### config.mk
export PLATFORM = sky130hd
export DESIGN_NAME = pip_issue_queue
export DESIGN_NICKNAME = d
export VERILOG_FILES = /design/src/rtl/pip_issue_queue.sv
export SDC_FILE = /design/constraint.sdc
export NUM_CORES = 1
export LEC_CHECK = 0
export CORE_MARGIN = 4
export CORE_UTILIZATION = 45
export CTS_CLUSTER_DIAMETER = 200
export CTS_CLUSTER_SIZE = 24
export DETAILED_ROUTE_END_ITERATION = 6
export GPL_TIMING_DRIVEN = 0
export HOLD_SLACK_MARGIN = 0.08
export PLACE_DENSITY = 0.69
export SKIP_CTS_REPAIR_TIMING = 1
export SLEW_MARGIN = 20
export SYNTH_ARGS = -nofsm -noshare
export SYNTH_HDL_FRONTEND = slang
export SYNTH_SLANG_ARGS = --single-unit
### constraint.sdc
create_clock -name clk -period 2.2 [get_ports clk]
set_clock_uncertainty 0.05 [all_clocks]
set_input_delay 0.55 -clock clk [delete_from_list [all_inputs] [get_ports clk]]
set_output_delay 0.55 -clock clk [all_outputs]
set_load 0.02 [all_outputs]
### src/rtl/pip_issue_queue.sv
// Issue buffer in front of the pipelined processor: a small FIFO of
// (instr, a, b) triples feeding a registered output stage that emits NOP bubbles.
module pip_issue_queue #(
    parameter int DEPTH = 4,
    parameter int W     = 8,
    parameter int CW    = $clog2(DEPTH + 1)
) (
    input  logic          clk,
    input  logic          reset,
    input  logic          in_valid,
    output logic          in_ready,
    input  logic [W-1:0]  in_instr,
    input  logic [W-1:0]  in_a,
    input  logic [W-1:0]  in_b,
    input  logic          stall,
    output logic [W-1:0]  instr,
    output logic [W-1:0]  data_a,
    output logic [W-1:0]  data_b,
    output logic          issue_valid,
    output logic [CW-1:0] count,
    output logic          illegal_seen
);

    localparam int AW = $clog2(DEPTH);
    localparam logic [CW-1:0] FULL = CW'(DEPTH);

    logic [W-1:0]  mem_instr [DEPTH];
    logic [W-1:0]  mem_a     [DEPTH];
    logic [W-1:0]  mem_b     [DEPTH];
    logic [AW-1:0] wptr;
    logic [AW-1:0] rptr;
    logic          push;
    logic          pop;
    logic          illegal_in;

    // Full FIFO never accepts, even if the head leaves this same cycle.
    assign in_ready   = !reset && (count != FULL);
    assign push       = in_valid && in_ready;
    assign pop        = !stall && (count != '0);
    assign illegal_in = in_instr > W'(2);

    // Storage needs no reset: pointers and count define what is live.
    always_ff @(posedge clk) begin
        if (push) begin
            mem_instr[wptr] <= illegal_in ? '0 : in_instr;
            mem_a[wptr]     <= in_a;
            mem_b[wptr]     <= in_b;
        end
    end

    always_ff @(posedge clk) begin
        if (reset) begin
            wptr         <= '0;
            rptr         <= '0;
            count        <= '0;
            instr        <= '0;
            data_a       <= '0;
            data_b       <= '0;
            issue_valid  <= 1'b0;
            illegal_seen <= 1'b0;
        end else begin
            if (push)
                wptr <= wptr + 1'b1;
            if (pop)
                rptr <= rptr + 1'b1;
            case ({push, pop})
                2'b10:   count <= count + 1'b1;
                2'b01:   count <= count - 1'b1;
                default: count <= count;
            endcase
            if (push && illegal_in)
                illegal_seen <= 1'b1;
            // pop is gated on registered count, so a push into an empty FIFO
            // always lands in storage first and issues on the next free edge.
            if (!stall) begin
                if (pop) begin
                    instr       <= mem_instr[rptr];
                    data_a      <= mem_a[rptr];
                    data_b      <= mem_b[rptr];
                    issue_valid <= 1'b1;
                end else begin
                    instr       <= '0;
                    data_a      <= '0;
                    data_b      <= '0;
                    issue_valid <= 1'b0;
                end
            end
        end
    end

endmodule

======== Word level (Yosys, flattened, before mapping) ========
Memory sizes are Yosys's and may differ from the RTL's. A register that Yosys moved wholly into a read port is not among the register bits.
Cells that the tools add are included.
word-level totals
  bits in registers ....................... 33
  latch bits .............................. 0
  bits in writable memories ............... 96
  bits in read-only memories .............. 0
  bits of input ports ..................... 28
  output and inout port bits .............. 30
  logic and storage cells ................. 41
  memories ................................ 3
cells by class
  add/sub/neg operators ................... 4
  multipliers ............................. 0
  divide/modulo/power cells ............... 0
  $lt $le $gt $ge ......................... 1
  eq/ne operators ......................... 3
  shift operators ......................... 0
  multiplexer cells ....................... 14
  bitwise gates (word level) .............. 0
  reductions and logical operators ........ 8
memory list
  memory     depth  width  read ports  clocked after memory_dff  wr ports  line  source
  mem_a      4      8      1           1                         1         28    logic [W-1:0] mem_a [DEPTH];
  mem_b      4      8      1           1                         1         29    logic [W-1:0] mem_b [DEPTH];
  mem_instr  4      8      1           1                         1         27    logic [W-1:0] mem_instr [DEPTH];
operators by type and width
  operator             number
  $mux 8               4
  $mux 2               6
  $gt 8x2->1 const B   1
  $pmux 3 s2           1
  $add 2x1->2 const B  2
  $logic_and 1x1->1    4
  $add 3x1->3 const B  1
  $mux 1               3
  $ne 3x3->1 const B   1
  $reduce_bool 3->1    1
  $sub 3x1->3 const B  1
  $eq 2x1->1 const B   1
  $eq 2x2->1 const B   1
  $logic_not 1->1      2
  $reduce_bool 2->1    1

======== Longest topological paths before layout ========
  depth in word-level cells ............... 5
  depth in mapped cells ................... 10

======== Worst setup path after synthesis ========
No wires, ideal clock.
  path type ............................... register -> register
  from .................................... reg count[2]
  to ...................................... reg count[2]
  data arrival time ....................... 2324 ps
  slack ................................... -244 ps
  stages on the path, launching flop included .. 11
  cells stage by stage .................... dfxtp_1 > or3b_1 > buf_2 > and2_4 > inv_1 > ha_1 > inv_1 > fa_1 > xor2_1 > or3_1 > a21oi_1
on the way
  word-level cells in the longest chain between the ends .. 5
  elaborated cells on any way between the ends .. 11
RTL lines
  item                                                    line  source
  start: declaration                                      20    output logic [CW-1:0] count,
  start signal: assignment                                67    2'b10: count <= count + 1'b1;
  start signal: assignment                                68    2'b01: count <= count - 1'b1;
  start signal: assignment                                69    default: count <= count;
  $ne 3x3->1                                              37    assign in_ready = !reset && (count != FULL);
  $logic_and 1x1->1                                       37
  $logic_and 1x1->1                                       38    assign push = in_valid && in_ready;
  $eq 2x1->1 / $eq 2x2->1 (equally long branches)         66    case ({push, pop})
  $pmux 3 s2 / $reduce_bool 2->1 (equally long branches)  -
Several ways; a longest one is shown, not always the timed one.
A chain may end at the register's enable or synchronous reset.

======== Worst setup path in the final report ========
  from .................................... reg count[0]
  to ...................................... reg count[2]
Same word-level chain as after synthesis.

==> impl_metrics.py <==
metrics = {
    "status": {
        "outcome": "finished with violations",
        "violations": "setup timing",
    },
    "drt": {
        "wl_um": 8490,
        "final_antenna_net_count": 0,
        "vias": 2541,
        "remaining_drc_errors": 0,
        "wl_per_cell_um": 16.9,
        "avgViaCountPerCell": 5.07,
        "drtPass1Iterations": 4,
        "first_iter_violations": 114,
    },
    "global_route": {
        "grt.busiest_layer": "met2",
        "use_met3_pct": 4.62,
        "overflow": 0,
        "grt_use_total_pct": 14.4,
        "grt_max_degree": 25,
        "antenna_found_initial": 0,
        "met2_usage_pct": 23.8,
        "met1_usage_pct": 18.1,
        "grt_first_pass_wirelength_um": 13600,
        "grt_pass1_vias": 2669,
    },
    "synthesis": {
        "synth_area_um2": 4800,
        "avgSynthCellArea_um2": 19.2,
        "synth_cells": 250,
        "synth_edf_count": 96,
        "synth_top_area_cell": "edfxtp_1",
        "synthMostInstantiatedCell": "edfxtp_1",
        "ys_seq_area_share_pct": 74.6,
        "async_flop_share_pct": 0,
        "synth_top_cells_by_count": "96 x edfxtp_1, 35 x dfxtp_1, 24 x a22o_1, 24 x mux4_2, 8 x buf_2",
        "synth-seq-cells": 131,
        "synth.distinct_cells": 31,
        "ys_top_cells_by_area": "edfxtp_1 60%, dfxtp_1 15%, mux4_2 11%",
        "synthFlopType": "edfxtp_1",
        "synth_top_cell_area_share_pct": 60.0,
        "yosysWarnings": 0,
    },
    "cts": {
        "cts_max_level": 4,
        "clock_sinks": 131,
        "tritoncts": "built",
        "clk_pin_slew_ns": 0.06,
        "clock_path_buffers": 2,
        "clk_latency_ns": 0.50,
        "cts_buffers": 17,
        "clockRootBuffer": "clkbuf_8",
    },
    "critical_path": {
        "critPathArrivalTime_ns": 2.67,
        "path_cells": "or3b_1 -> buf_6 -> and2_4 -> inv_4 -> ha_4 -> inv_2 -> fa_2 -> xor2_2 -> or3_1 -> a21oi_1",
        "crit_path_end_kind": "register",
        "cpLargestDelayFamily": "simple AND/OR/NAND/NOR gates",
        "cp_slowest_cell": "or3b_1",
        "required_ns": 2.58,
        "crit_fanout": 6,
        "cp_num_buf_inv": 3,
        "cp_slowest_stage_delay_ns": 0.39,
        "worstSetupPathType": "reg -> reg",
        "start_kind": "register",
    },
    "sta": {
        "post-route-min-period_ns": 2.30,
        "finalHoldViolCount": 0,
        "fmax_ghz": 0.436,
        "tightest_slew_ns": 0.690,
        "drv_slew": 0,
        "slew_headroom_pct": 54.0,
        "period_share_pct": 104,
        "rsz0062_at_grt": "true",
        "postLayoutSetupSlackWorst_ns": -0.0954,
        "tns_ns": -0.137,
        "setup_viol": 2,
    },
    "floorplan": {
        "rows": 37,
        "die_height_um": 111,
        "core_um2": 10400,
        "die_w_um": 111,
        "die-area_um2": 12400,
        "io_pins": 58,
        "initial_utilization_pct": 46.3,
    },
    "cells_and_area": {
        "antennaDiodeCount": 0,
        "nets": 386,
        "nFillCells": 779,
        "fin_area_um2": 6290,
        "area_growth_pct": 31.0,
        "drive_gt1_share_pct": 24.4,
    },
    "power": {
        "p_per_area_nw_per_um2": 1120,
        "net-switching-power_mw": 1.73,
        "swShare_pct": 24.4,
        "power_mw": 7.08,
        "peakVddDrop_mv": 0.538,
        "pwr-share-comb_pct": 19.0,
        "power_frac_seq_pct": 42.3,
        "leakagePower_nw": 2.19,
        "clkPwrFrac_pct": 38.7,
        "p_int_mw": 5.35,
    },
    "place": {
        "numPortBuffers": 56,
        "dpl.hpwl_um": 5110,
        "dp_slack_ns": -0.590,
        "place_congestion": 0.654,
        "dpl_cell_area_um2": 5660,
    },
    "job": {
        "drv_cap": 0,
    },
    "min_path": {
        "hp-class": "in -> reg",
    },
}
final timing paths:
| check | depth (start not counted) | end | start | slack (ns) |
|---|---|---|---|---|
| setup / recovery | 10 | count[2] | count[0] | -0.1 |
| hold / removal | 3 | issue_valid | stall | 0.38 |
| setup reg to reg | 10 | count[2] | count[0] | -0.1 |
| hold reg to reg | 1 | data_a[4] | data_a[4] | 0.43 |
flip-flops by register name, indices dropped and copies added, names as in the netlist, 2 cells and up, named ones only:
name,flops
mem_a,32
mem_b,32
count,3
wptr,2
instr,8
data_a,8
mem_instr,32
rptr,2
data_b,8
cell type report:
type                    count  area (µm²)  share of cell area (%)
plain buffers              14        95.1                    1.51
clock buffers              19         432                    6.86
clock inverters            13         160                    2.54
inverters                   7        28.8                   0.457
multi-input cells         121        1230                    19.5
flip-flops and latches    131        3590                    57.1
well taps                 136         170                    2.70
repair buffers             60         588                    9.34
tightest hold or removal path: stages:
cell and delay (ns):
buf_2 0.16, o21a_1 0.14, nor2_1 0.03
power by group through the flow:
stage | clock network, mW | logic, mW | registers, mW
4_1_cts | 2.79 | 1.32 | 3.00
3_3_place_gp | 0 | 1.29 | 3.04
5_1_grt | 2.91 | 1.47 | 3.02
6_report | 2.74 | 1.35 | 2.99
3_5_place_dp | 0 | 1.31 | 3.05
2_1_floorplan | 0 | 0.755 | 3.15
logic make-up (layout without fill, tap and decap cells):
| family | count (synthesis) | in the layout | synth area share, % |
|---|---|---|---|
| xor gates and xnor gates | 2 | 2 | 0.365 |
| buffers and inverters | 21 | 113 | 2.32 |
| adders and majority gates | 6 | 6 | 1.72 |
| and+or+nand+nor | 26 | 26 | 3.26 |
| other | 1 | 24 | 0.0781 |
| muxes | 25 | 25 | 11.6 |
| AOI/OAI and AO/OA | 38 | 38 | 6.12 |
| DFF | 131 | 131 | 74.6 |
layer usage:
layer  share of wire [%]  routed length, µm
met5                   0                  0
met4                 1.2                104
met3                 5.9                501
met2                  52               4380
met1                  41               3500
cells in the final DEF (no fill, tap or decap), types with 5 or more instances in the layout:
master	count
edfxtp_1	96
clkdlybuf4s50_1	54
dfxtp_1	32
mux4_2	24
a22o_1	24
conb_1	24
clkbuf_16	16
buf_2	7
nor2_1	7
a21oi_1	7
inv_1	5
through the flow:
| step | utilization (%) | instances | hold WS, ns |
|---|---|---|---|
| global placement | 54.5 | 465 | 0.411 |
| CTS | 60.3 | 497 | 0.365 |
| finish | 60.7 | 501 | 0.382 |
| floorplan | - | 273 | 0.403 |
| global route | 60.7 | 501 | 0.396 |
| detailed placement | 54.6 | 465 | 0.421 |
No activity file was read; power rests on OpenSTA's default activity.
